[src/rtl/handover_scheduler_pkg.sv]
// Shared types and defaults for the handover scheduler: FSM state encoding,
// default sizing constants and the modular index helper used by the arbiter.
package handover_pkg;

  localparam int N_AGENTS_DEF = 4;
  localparam int TIMEOUT_DEF  = 15;

  typedef enum logic [1:0] {
    IDLE     = 2'd0,
    SEND     = 2'd1,
    WAIT_ACK = 2'd2,
    RELEASE  = 2'd3
  } state_t;

  // (base + off) mod n, valid for base < n and off < n
  function automatic int wrap_inc(input int base, input int off, input int n);
    int s;
    s = base + off;
    return (s >= n) ? (s - n) : s;
  endfunction

endpackage

[src/rtl/handover_scheduler_if.sv]
// Handshake bundle between the requesting agents / receiver and the scheduler.
// The scheduler uses the slave side; agents and the receiver use the master side.
interface handover_scheduler_if import handover_pkg::*; #(
  parameter int N_AGENTS = N_AGENTS_DEF
) ();

  localparam int IW = $clog2(N_AGENTS);

  logic [N_AGENTS-1:0] req;
  logic                ack;
  logic [N_AGENTS-1:0] grant;
  logic                send_en;
  logic                busy;
  logic                done;
  logic                timeout_err;
  logic [7:0]          handover_count;
  logic [IW-1:0]       last_owner;

  modport master (
    output req, ack,
    input  grant, send_en, busy, done, timeout_err, handover_count, last_owner
  );

  modport slave (
    input  req, ack,
    output grant, send_en, busy, done, timeout_err, handover_count, last_owner
  );

endinterface

[src/rtl/handover_scheduler_arb.sv]
// Combinational round-robin arbiter: first asserted request at or above ptr,
// wrapping past the top agent. Produces both one-hot and binary winner.
module rr_arbiter import handover_pkg::*; #(
  parameter int N  = N_AGENTS_DEF,
  parameter int IW = $clog2(N)
) (
  input  logic [N-1:0]  req,
  input  logic [IW-1:0] ptr,
  output logic [N-1:0]  gnt,
  output logic [IW-1:0] index
);

  logic          w_found;
  logic [IW-1:0] w_cand;

  always_comb begin
    gnt     = '0;
    index   = '0;
    w_found = 1'b0;
    w_cand  = '0;
    for (int k = 0; k < N; k++) begin
      w_cand = IW'(wrap_inc(int'(ptr), k, N));
      if (!w_found && req[w_cand]) begin
        w_found     = 1'b1;
        gnt[w_cand] = 1'b1;
        index       = w_cand;
      end
    end
  end

endmodule

[src/rtl/handover_scheduler.sv]
// Handover scheduler: grants the shared agent datapath to one requester at a
// time, strobes send_en once, then waits for ack or aborts after TIMEOUT cycles.
module handover_scheduler import handover_pkg::*; #(
  parameter int N_AGENTS = N_AGENTS_DEF,
  parameter int TIMEOUT  = TIMEOUT_DEF
) (
  input  logic                 clk,
  input  logic                 rst_n,
  handover_scheduler_if.slave  hs
);

  localparam int IW = $clog2(N_AGENTS);

  state_t              r_state;
  logic [N_AGENTS-1:0] r_grant;
  logic                r_send_en;
  logic                r_busy;
  logic                r_done;
  logic                r_timeout_err;
  logic [7:0]          r_count;
  logic [7:0]          r_timer;
  logic [IW-1:0]       r_last_owner;
  logic [IW-1:0]       r_ptr;
  logic [IW-1:0]       r_winner;

  logic [N_AGENTS-1:0] w_gnt;
  logic [IW-1:0]       w_idx;
  logic [IW-1:0]       w_ptr_next;
  logic                w_timer_hit;

  rr_arbiter #(.N(N_AGENTS), .IW(IW)) u_arb (
    .req   (hs.req),
    .ptr   (r_ptr),
    .gnt   (w_gnt),
    .index (w_idx)
  );

  assign w_ptr_next  = (int'(r_winner) == N_AGENTS - 1) ? '0 : r_winner + IW'(1);
  // Timer counts completed WAIT_ACK cycles; the TIMEOUT-th one without ack aborts,
  // so WAIT_ACK never lasts more than TIMEOUT cycles.
  assign w_timer_hit = (r_timer + 8'd1) == 8'(TIMEOUT);

  always_ff @(posedge clk or negedge rst_n) begin
    if (!rst_n) begin
      r_state       <= IDLE;
      r_grant       <= '0;
      r_send_en     <= 1'b0;
      r_busy        <= 1'b0;
      r_done        <= 1'b0;
      r_timeout_err <= 1'b0;
      r_count       <= '0;
      r_timer       <= '0;
      r_last_owner  <= '0;
      r_ptr         <= '0;
      r_winner      <= '0;
    end else begin
      r_send_en     <= 1'b0;
      r_done        <= 1'b0;
      r_timeout_err <= 1'b0;
      case (r_state)
        IDLE: begin
          if (|hs.req) begin
            r_grant   <= w_gnt;
            r_winner  <= w_idx;
            r_send_en <= 1'b1;
            r_busy    <= 1'b1;
            r_state   <= SEND;
          end
        end
        SEND: begin
          r_timer <= '0;
          r_state <= WAIT_ACK;
        end
        WAIT_ACK: begin
          // ack takes priority over a simultaneous timeout
          if (hs.ack || w_timer_hit) begin
            r_state      <= RELEASE;
            r_grant      <= '0;
            r_last_owner <= r_winner;
            r_ptr        <= w_ptr_next;
            if (hs.ack) begin
              r_done  <= 1'b1;
              r_count <= r_count + 8'd1;
            end else begin
              r_timeout_err <= 1'b1;
            end
          end else begin
            r_timer <= r_timer + 8'd1;
          end
        end
        RELEASE: begin
          r_busy  <= 1'b0;
          r_state <= IDLE;
        end
        default: r_state <= IDLE;
      endcase
    end
  end

  assign hs.grant          = r_grant;
  assign hs.send_en        = r_send_en;
  assign hs.busy           = r_busy;
  assign hs.done           = r_done;
  assign hs.timeout_err    = r_timeout_err;
  assign hs.handover_count = r_count;
  assign hs.last_owner     = r_last_owner;

endmodule

[src/flat_wrapper.sv]
// flat-port wrapper written by rule: the top's interface ports become plain ports
module handover_scheduler_flat import handover_pkg::*;
#(
  parameter int N_AGENTS = N_AGENTS_DEF,
  parameter int TIMEOUT  = TIMEOUT_DEF
)
  (clk, rst_n, hs_req, hs_ack, hs_grant, hs_send_en, hs_busy, hs_done, hs_timeout_err, hs_handover_count, hs_last_owner);
  handover_scheduler_if #(.N_AGENTS(N_AGENTS)) hs_i ();
  input  logic clk;
  input  logic rst_n;
  input wire logic [$bits(hs_i.req)-1:0] hs_req;
  input wire logic [$bits(hs_i.ack)-1:0] hs_ack;
  output wire logic [$bits(hs_i.grant)-1:0] hs_grant;
  output wire logic [$bits(hs_i.send_en)-1:0] hs_send_en;
  output wire logic [$bits(hs_i.busy)-1:0] hs_busy;
  output wire logic [$bits(hs_i.done)-1:0] hs_done;
  output wire logic [$bits(hs_i.timeout_err)-1:0] hs_timeout_err;
  output wire logic [$bits(hs_i.handover_count)-1:0] hs_handover_count;
  output wire logic [$bits(hs_i.last_owner)-1:0] hs_last_owner;
  assign hs_i.req = hs_req;
  assign hs_i.ack = hs_ack;
  assign hs_grant = hs_i.grant;
  assign hs_send_en = hs_i.send_en;
  assign hs_busy = hs_i.busy;
  assign hs_done = hs_i.done;
  assign hs_timeout_err = hs_i.timeout_err;
  assign hs_handover_count = hs_i.handover_count;
  assign hs_last_owner = hs_i.last_owner;
  handover_scheduler #(.N_AGENTS(N_AGENTS), .TIMEOUT(TIMEOUT)) u_core (.clk(clk), .rst_n(rst_n), .hs(hs_i));
endmodule
[config.mk]
export PLATFORM = sky130hd
export DESIGN_NAME = handover_scheduler_flat
export DESIGN_NICKNAME = d
export VERILOG_FILES = /design/src/rtl/handover_scheduler_pkg.sv /design/src/rtl/handover_scheduler_if.sv /design/src/rtl/handover_scheduler_arb.sv /design/src/rtl/handover_scheduler.sv /design/src/flat_wrapper.sv
export SDC_FILE = /design/constraint.sdc
export NUM_CORES = 1
export LEC_CHECK = 0
export BUFFER_PORTS_ARGS = -buffer_cell sky130_fd_sc_hd__buf_2
export CAP_MARGIN = 10
export CORE_MARGIN = 2
export CORE_UTILIZATION = 60
export DETAILED_ROUTE_END_ITERATION = 8
export PLACE_DENSITY = 0.8
export RECOVER_POWER = 50
export SLEW_MARGIN = 20
export SYNTH_ARGS = -nofsm -noshare
export SYNTH_HDL_FRONTEND = slang
export SYNTH_SLANG_ARGS = --single-unit
[constraint.sdc]
create_clock -name clk -period 7.5 [get_ports clk]
set_input_delay 0.75 -clock clk [delete_from_list [all_inputs] [get_ports clk]]
set_output_delay 0.75 -clock clk [all_outputs]
set_load 0.05 [all_outputs]
==> flow_summary.json <==
{
  "status": "finished with violations",
  "violations": "capacitance limit, slew limit",
  "dp_hpwl_um": 2795,
  "wl_met3_um": 184,
  "endpoint_kind": "register",
  "htreeDepth": 2,
  "route.final.wire_length_um": 3762,
  "clock_sinks": 32,
  "hold_violations": 0,
  "rows": 21,
  "worst_hold_path_type": "reg2reg",
  "dieArea_mm2": 0.003866,
  "required_ps": 7780,
  "clkTransAtPathRegs_ps": 110,
  "final_common_cell": "dfrtp_1",
  "synthCells": 194,
  "antenna_found_initial": 0,
  "finalSetupViolCount": 0,
  "grt_pass1_wl_um": 6969,
  "root_buffer": "clkbuf_4",
  "cp_max_fo": 15,
  "layout_common_cells": "dfrtp_1, nand2_1, ha_1, buf_2, nor2_1",
  "tns_ps": 0,
  "vias_per_cell": 5.687,
  "worstMarginPinSlew_ps": 1677,
  "synth.cell_area_mm2": 0.002031,
  "grt_max_degree": 33,
  "fin_nets": 241,
  "fp.dieW_um": 62.18,
  "ys_seq_area_share_pct": 39.43,
  "num_vias": 1507,
  "p_total_w": 0.0009778,
  "dr.max_layer_used": "met4",
  "fp.dieH_um": 62.18,
  "avgRoutedWirePerCell_um": 14.20,
  "layout-drive-gt1-share_pct": 18.72,
  "met1_length_um": 1631,
  "numPortBuffers": 24,
  "grtUsageTotal_pct": 22.58,
  "diodes": 0,
  "ys_types": 40,
  "crit_type": "reg2reg",
  "min_period_over_period_pct": 37.82,
  "cts_hold_buffers": 0,
  "skew_ps": 9.622,
  "clkLatencyLatePin_ps": 330,
  "fp.coreArea_mm2": 0.003284,
  "drc": 0,
  "setup.worst_path.start": "u_core.r_ptr[0]",
  "crit_arrival_ps": 3110,
  "finalMaxSlewViolations": 33,
  "wl_met2_um": 1916,
  "ys_warn_count": 0,
  "peakVddDrop_v": 0.0002660,
  "final_antenna_net_count": 0,
  "yosysTopAreaCell": "dfrtp_1",
  "leakagePower_nw": 1.076,
  "min_from": "u_core.hs.handover_count[7]",
  "gr-total-overflow": 0,
  "initial_core_util_pct": 61.83,
  "power.density_mw_per_mm2": 436.1,
  "ys_ff_latch": 32,
  "syn_avg_cell_area_um2": 10.47,
  "cts_resized": 0,
  "cts_tree": "done",
  "area_growth_pct": 10.41,
  "rr_startpoint": "u_core.r_ptr[0]",
  "async_flop_share_pct": 100.0,
  "fmax_ghz": 0.3525,
  "drt_iter0_drc": 68,
  "synthesis.nets": 217,
  "ctsLongestPathBuffers": 2,
  "rsz0062_at_grt": "false",
  "synth_edf_count": 0,
  "synth_area_leaders": "dfrtp_1, ha_1, mux2_2",
  "maxCapViolCount": 1,
  "gp_congestion": 0.8679,
  "slew_headroom_pct": -11.82,
  "numCtsBuffers": 5,
  "cp-start-kind": "register",
  "grt_pass1_vias": 1515,
  "ys.flop_type": "dfrtp_1",
  "synth_top_cell_area_share_pct": 39.43,
  "ios": 25,
  "drtPass1Iterations": 5,
  "cts_setup_buffers": 0,
  "fin_crit_ps": 2837
}
==> power breakdown <==
part	switching (W)	internal, W
registers	0.0000708	0.000232
logic	0.000337	0.000206
clock network	0.0000618	0.0000695
==> Yosys cell counts, types with 3 or more instances <==
| master | number |
|---|---|
| mux2_2 | 10 |
| ha_1 | 16 |
| nand2b_1 | 3 |
| nor3b_1 | 3 |
| inv_1 | 10 |
| o21ai_0 | 8 |
| xor2_1 | 9 |
| xnor2_1 | 6 |
| dfrtp_1 | 32 |
| a221oi_1 | 6 |
| and3_1 | 4 |
| mux4_2 | 3 |
| nand2_1 | 17 |
| o31ai_1 | 4 |
| a21oi_1 | 6 |
| mux2i_1 | 5 |
| clkbuf_1 | 4 |
| nor2b_1 | 6 |
| nand3_1 | 6 |
| a21o_1 | 4 |
| nor2_1 | 11 |
==> final timing paths <==
kind / slack [ps] / depth (start not counted) / to
worst max-delay path: 4660 / 8 / u_core.hs.grant[2]
max in group asynchronous: 5690 / 1 / u_core.hs.handover_count[3]
worst min-delay path: 480 / 1 / u_core.hs.handover_count[7]
worst min register to register: 480 / 1 / u_core.hs.handover_count[7]
worst max register to register: 4660 / 8 / u_core.hs.grant[2]
min in group asynchronous: 830 / 1 / u_core.r_timer[2]
==> cell families after synthesis <==
logic type	Yosys count	share of synthesized area (%)
buffers and inverters	17	3.573
AO/OA/AOI/OAI	36	12.51
multiplexers	18	11.34
AND/OR/NAND/NOR	60	16.82
XOR/XNOR	15	6.470
flip-flops	32	39.43
adder cells (fa/ha/maj)	16	9.858
==> sequential cells by signal, summed over array words and instances (netlist names), 2 cells and up <==
register                  cells
u_core.r_timer                8
u_core.hs.last_owner          2
u_core.r_ptr                  2
u_core.hs.grant               4
u_core.r_state                2
u_core.hs.handover_count      8
u_core.r_winner               2
==> critical path: stages, from the launching register on <==
cell and delay (ps):
dfrtp_1 710, inv_1 200, ha_1 460, mux4_2 420, or2_4 280, nor4b_4 330, nand2_1 90, o31ai_1 80
mux2_2 210
==> stage by stage <==
step	hold WS [ps]	cell area [µm²]	util [%]	cells	worst slack [ps]
after floorplan	454.4	2031	-	194	4906
after global placement	453.6	2173	66.17	257	4870
after detailed placement	464.0	2173	66.17	257	4688
after CTS	469.4	2253	68.61	265	4669
after global routing	502.0	2242	68.27	265	4371
final	475.1	2242	68.27	265	4663
==> area by class of cell <==
cell class / instances / area [µm²]
repair buffers: 24 / 108.9
fillers: 272 / 1042
flip-flops and latches: 32 / 800.8
well taps: 46 / 57.56
inverters: 10 / 37.54
clock inverters: 3 / 42.54
clock buffers: 5 / 37.54
multi-input cells: 145 / 1157
==> per-layer routing <==
layer  GRT usage, %  up-vias
met5              0        -
met1          29.42      732
met4          5.833        0
met3          5.616        2
li1               -      736
met2          38.04       37
No activity file was read; power rests on OpenSTA's default activity.
